<file path="src/rtl/spi_master_core.sv">
// spi_master_core: byte-oriented mode-0 (CPOL=0, CPHA=0) SPI master shift engine.
// Accepts one transfer per start strobe, drives a one-hot active-low slave select,
// and returns the received word with a single-cycle done pulse.
// Optional build macro: SPI_LSB_FIRST_EN -- when defined, bit 0 is shifted first on
// MOSI and received bits fill rx_data from bit 0 upward; otherwise MSB first.
// DATA_W must be at least 2.

module spi_master_core #(
    parameter int unsigned DATA_W = 8,
    parameter int unsigned NUM_SS = 8,
    parameter int unsigned DIV_W  = 8,
    localparam int unsigned SS_W  = (NUM_SS > 1) ? $clog2(NUM_SS) : 1
) (
    input  logic              ACLK,
    input  logic              ARESETN,
    input  logic              start,
    input  logic [DATA_W-1:0] tx_data,
    input  logic [SS_W-1:0]   ss_sel,
    input  logic [DIV_W-1:0]  clk_div,
    output logic              busy,
    output logic              done,
    output logic [DATA_W-1:0] rx_data,
    output logic              MOSI,
    input  logic              MISO,
    output logic              SCLK,
    output logic [0:NUM_SS-1] SS
);

    // Half-period index covers 2*DATA_W SCLK phases.
    localparam int unsigned HP_W = $clog2(2 * DATA_W);
    localparam logic [HP_W-1:0] HpLast = HP_W'(2 * DATA_W - 1);

    localparam logic [2:0] StIdle  = 3'd0;
    localparam logic [2:0] StSetup = 3'd1;
    localparam logic [2:0] StShift = 3'd2;
    localparam logic [2:0] StHold  = 3'd3;
    localparam logic [2:0] StDone  = 3'd4;

    logic [2:0]        state_q, state_d;
    logic [DIV_W-1:0]  cnt_q, cnt_d;     // counts down the current H-cycle phase
    logic [DIV_W-1:0]  div_q, div_d;     // divider latched at accept
    logic [SS_W-1:0]   ss_q, ss_d;       // slave index latched at accept
    logic [HP_W-1:0]   hp_q, hp_d;       // current half-period within SHIFT
    logic              sclk_q, sclk_d;
    logic [DATA_W-1:0] tx_sh_q, tx_sh_d;
    logic [DATA_W-1:0] rx_sh_q, rx_sh_d;
    logic [DATA_W-1:0] rx_q, rx_d;

    logic              tick;
    logic              active;
    logic              mosi_bit;
    logic [DATA_W-1:0] tx_adv;
    logic [DATA_W-1:0] rx_ins;

    assign tick   = (cnt_q == '0);
    assign active = (state_q == StSetup) || (state_q == StShift) || (state_q == StHold);

`ifdef SPI_LSB_FIRST_EN
    assign mosi_bit = tx_sh_q[0];
    assign tx_adv   = {1'b0, tx_sh_q[DATA_W-1:1]};
    assign rx_ins   = {MISO, rx_sh_q[DATA_W-1:1]};
`else
    assign mosi_bit = tx_sh_q[DATA_W-1];
    assign tx_adv   = {tx_sh_q[DATA_W-2:0], 1'b0};
    assign rx_ins   = {rx_sh_q[DATA_W-2:0], MISO};
`endif

    // Transfer sequencing: phase timing, SCLK toggling, MISO sampling and MOSI advance.
    always_comb begin
        state_d = state_q;
        cnt_d   = cnt_q;
        div_d   = div_q;
        ss_d    = ss_q;
        hp_d    = hp_q;
        sclk_d  = sclk_q;
        tx_sh_d = tx_sh_q;
        rx_sh_d = rx_sh_q;
        rx_d    = rx_q;

        unique case (state_q)
            StIdle: begin
                if (start) begin
                    state_d = StSetup;
                    cnt_d   = clk_div;
                    div_d   = clk_div;
                    ss_d    = ss_sel;
                    tx_sh_d = tx_data;
                end
            end

            StSetup: begin
                if (tick) begin
                    // First SCLK rise: sample the first MISO bit on the same edge.
                    state_d = StShift;
                    cnt_d   = div_q;
                    hp_d    = '0;
                    sclk_d  = 1'b1;
                    rx_sh_d = rx_ins;
                end else begin
                    cnt_d = cnt_q - DIV_W'(1);
                end
            end

            StShift: begin
                if (tick) begin
                    cnt_d = div_q;
                    if (hp_q == HpLast) begin
                        state_d = StHold;
                    end else begin
                        hp_d   = hp_q + HP_W'(1);
                        sclk_d = ~sclk_q;
                        if (!sclk_q) begin
                            rx_sh_d = rx_ins;
                        end else if (hp_q != HpLast - HP_W'(1)) begin
                            // The final falling edge leaves the last bit on MOSI.
                            tx_sh_d = tx_adv;
                        end
                    end
                end else begin
                    cnt_d = cnt_q - DIV_W'(1);
                end
            end

            StHold: begin
                if (tick) begin
                    state_d = StDone;
                    rx_d    = rx_sh_q;
                end else begin
                    cnt_d = cnt_q - DIV_W'(1);
                end
            end

            StDone: begin
                state_d = StIdle;
            end

            default: begin
                state_d = StIdle;
            end
        endcase
    end

    // State registers; reset returns every output to idle immediately.
    always_ff @(posedge ACLK or negedge ARESETN) begin
        if (!ARESETN) begin
            state_q <= StIdle;
            cnt_q   <= '0;
            div_q   <= '0;
            ss_q    <= '0;
            hp_q    <= '0;
            sclk_q  <= 1'b0;
            tx_sh_q <= '0;
            rx_sh_q <= '0;
            rx_q    <= '0;
        end else begin
            state_q <= state_d;
            cnt_q   <= cnt_d;
            div_q   <= div_d;
            ss_q    <= ss_d;
            hp_q    <= hp_d;
            sclk_q  <= sclk_d;
            tx_sh_q <= tx_sh_d;
            rx_sh_q <= rx_sh_d;
            rx_q    <= rx_d;
        end
    end

    // One-hot active-low select; an out-of-range index matches no line.
    always_comb begin
        SS = '1;
        for (int i = 0; i < int'(NUM_SS); i++) begin
            SS[i] = ~(active && (ss_q == SS_W'(i)));
        end
    end

    assign busy    = active;
    assign done    = (state_q == StDone);
    assign rx_data = rx_q;
    assign SCLK    = sclk_q;
    assign MOSI    = active & mosi_bit;

endmodule

</file>
<file path="config.mk">
export PLATFORM = sky130hd
export DESIGN_NAME = spi_master_core
export DESIGN_NICKNAME = d
export VERILOG_FILES = /design/src/rtl/spi_master_core.sv
export SDC_FILE = /design/constraint.sdc
export NUM_CORES = 1
export LEC_CHECK = 0
export BUFFER_PORTS_ARGS = -buffer_cell sky130_fd_sc_hd__buf_4
export CORE_MARGIN = 2
export CORE_UTILIZATION = 32
export DETAILED_ROUTE_END_ITERATION = 8
export SKIP_LAST_GASP = 1
export SLEW_MARGIN = 20
export SYNTH_ARGS = -nofsm -noshare
export SYNTH_HDL_FRONTEND = slang
export SYNTH_SLANG_ARGS = --single-unit
</file>
<file path="constraint.sdc">
create_clock -name ACLK -period 3.1 [get_ports ACLK]
set_clock_uncertainty 0.05 [all_clocks]
set_input_delay 0.31 -clock ACLK [delete_from_list [all_inputs] [get_ports ACLK]]
set_output_delay 0.31 -clock ACLK [all_outputs]
set_load 0.005 [all_outputs]
</file>
==> results.ini <==
[sta]
fmax_mhz=386
drv_slew=0
grt_setup_unrepaired=no
hold_viol=0
slew_headroom_pct=57.1
finalSetupViolations=0
setup_tns_ns=0
post-route-period-util_pct=83.6
period_needed_ns=2.59
tightest_slew_ns=0.643

[grt]
grt_usage_pct=14.1
grt_pass1_vias=2035
grt_antenna_before_repair=0
grt_pass1_wl_mm=9.85
overflow=0
grt_max_degree=52

[worst_setup_path]
crit_type=reg -> out
path_max_fanout=14
cp.arrival_ns=2.23
required_ns=2.74
cpMaxStageDelayCell=dfrtp_1
cp_slowest_stage_delay_ns=0.66
cp-start-kind=register
path_cells=nor2_1 > or2_2 > inv_1 > and2_1 > buf_4
path_buf_inv=2
end_kind=primary output
crit_family=simple AND/OR/NAND/NOR gates

[logic_synthesis]
postSynthNetCount=264
synth-warning-count=0
ys_seq_area_share_pct=49.4
synth_cells=237
synth_compound_area_share_pct=16.1
synth-xor-area-share_pct=1.02
ys_ff_latch=51
ys.flop_type=dfrtp_1
synth_edf_count=0
avgSynthCellArea_um2=10.9
yosysUniqueCellTypes=48
synthArstFlopShare_pct=100
yosys.area_share.simple_pct=15.0
synthAdderAreaFrac_pct=1.94
synthMuxAreaShare_pct=12.6
synth_top_family_by_area=compound AO/OA/AOI/OAI gates
syn_area_um2=2580

[floorplan]
initial_core_util_pct=33.2
io_pins=43
num_rows=32
core_region_area_um2=7770
die_h_um=93.8
die_x_um=93.8
die-area_um2=8800

[pwr]
peakVddDrop_mv=0.163
power.density_nw_per_um2=650
p_leak_nw=1.40

[cts]
ctsRootBufferMaster=clkbuf_8
numCtsBuffers=5
cts.htree.levels=2
cts_setup_buffers=0
path_clk_slew_ns=0.09
clock_path_buffers=2
numClockSinks=51
cts_tree=done
clock_latency_ns=0.31

[drt]
met1Wirelength_mm=2.72
postRouteAntennaNets=0
drc=0
drt_iter0_markers=170
vias=2002
met3WireLength_um=272
firstDrtPassIters=4
wl_per_cell_um=15.1
wl_met2_mm=2.68
routed.top_layer=met4
routed_via_density=5.23
wirelength_mm=5.77

[placed_design]
hpwl_mm=3.99
place_congestion=0.803
port_buffers=42

[final_layout]
diodes=0
drive_gt1_share_pct=28.1
utilization_pct=40.4
nets=307
syn_to_final_growth_pct=21.6

[hold_path]
hp-class=in -> reg

[run_status]
status=complete, no violations

[flow_run]
max_cap_violations=0

## logic make-up after synthesis
family	count (synthesis)
and+or+nand+nor	65
DFF	51
AOI/OAI and AO/OA	61
buffers and inverters	24
adders and majority gates	4
xor gates and xnor gates	3
muxes	29
## worst reg2reg max path: stages (launching register included)
cell and delay (ns):
dfrtp_1 0.39, inv_1 0.12, ha_1 0.22, or4b_1 0.63
nor4_4 0.28, and2_1 0.38, mux2_1 0.37
## final cells by class
cell class	count	area, um2
repair buffers	48	363
clock inverters	2	35.0
clock buffers	6	82.6
well taps	102	128
inverters	12	45.0
fillers	792	4630
multi-input cells	162	1210
flip-flops and latches	51	1280
## cells in the mapped netlist, drive strengths merged (3+ instances only)
library cell / number / area [um2]
and2: 4 / 25.0
xnor2: 3 / 26.3
nor2b: 5 / 31.3
nor3: 4 / 20.0
nand3: 8 / 40.0
a21oi: 14 / 70.1
nand2: 8 / 30.0
o21ai: 7 / 35.0
or3: 4 / 25.0
a2bb2oi: 7 / 61.3
inv: 12 / 45.0
a211oi: 3 / 22.5
ha: 4 / 50.1
dfrtp: 51 / 1280
nor2: 12 / 45.0
mux2: 27 / 304
nor3b: 3 / 27.5
o22ai: 11 / 68.8
buf: 7 / 37.5
clkbuf: 5 / 18.8
a31oi: 3 / 18.8
a2111oi: 3 / 28.8
nand3b: 3 / 22.5
## power by group
| part | internal (mW) | total (mW) | switching [mW] |
|---|---|---|---|
| Sequential | 0.833 | 1.01 | 0.175 |
| Combinational | 0.303 | 0.550 | 0.246 |
| Clock | 0.261 | 0.482 | 0.221 |
| Total | 1.40 | 2.04 | 0.642 |
## per-layer routing
| metal | global-route usage, % | vias to the layer above |
|---|---|---|
| met5 | 0 | - |
| met4 | 5.43 | 0 |
| met3 | 2.65 | 12 |
| met2 | 21.7 | 61 |
| met1 | 19.5 | 964 |
| li1 | - | 965 |
## worst paths after layout
kind / endpoint / depth (start not counted) / slack, ns / startpoint
max: MOSI / 5 / 0.51 / state_q[0]
min in group asynchronous: div_q[0] / 2 / 0.51 / ARESETN
min reg2reg: rx_sh_q[7] / 1 / 0.46 / rx_sh_q[7]
max in group asynchronous: state_q[0] / 2 / 2.05 / ARESETN
min: rx_sh_q[0] / 2 / 0.17 / MISO
max reg2reg: rx_sh_q[5] / 6 / 0.54 / cnt_q[0]
## placed cells by master (no fill, tap or decap), types with 2 or more instances in the layout
cell       netlist  routed
a2111oi_1        2       2
a211oi_1         3       3
a21oi_1         14      14
a221oi_1         2       2
a2bb2oi_1        7       7
a31oi_1          3       3
and2_1           4       4
and3_1           2       2
buf_4            1      47
clkbuf_8         0       6
dfrtp_1         51      51
ha_1             4       4
inv_1           12      12
mux2_1           8       8
mux2_2          19      19
mux2i_1          2       2
nand2_1          8       8
nand3_1          8       8
nand3b_1         3       3
nand4_1          2       2
nor2_1          12      12
nor2b_1          5       5
nor3_1           4       4
nor3b_1          2       2
o21ai_0          7       7
o22ai_1         11      11
o2bb2ai_1        2       2
o311ai_0         2       2
o31ai_1          2       2
or3_1            4       4
xnor2_1          3       3
## sequential cells by signal, summed over array words and instances (netlist names)
register,count
tx_sh_q,8
hp_q,4
state_q,3
rx_sh_q,8
rx_data,8
cnt_q,8
SCLK,1
div_q,8
ss_q,3
## per-stage QoR
stage / area (um2) / power, mW / instances / setup WS, ns / hold slack, ns
floorplan: 2580 / 1.36 / 237 / 0.768 / -0.0356
global placement: 3010 / 1.55 / 374 / 0.623 / 0.332
detailed placement: 3010 / 1.57 / 374 / 0.578 / 0.337
CTS: 3140 / 2.05 / 383 / 0.511 / 0.161
global route: 3140 / 2.18 / 383 / 0.310 / 0.153
finish: 3140 / 2.04 / 383 / 0.507 / 0.169
## repair_timing
action | CTS | global route
endpoints found under the setup margin | 0 | 0
endpoints found under the hold margin | 11 | 0
hold buffers | 1 | 0
resized for setup | 0 | 0
Note: power is estimated with default switching activity, not from simulation.
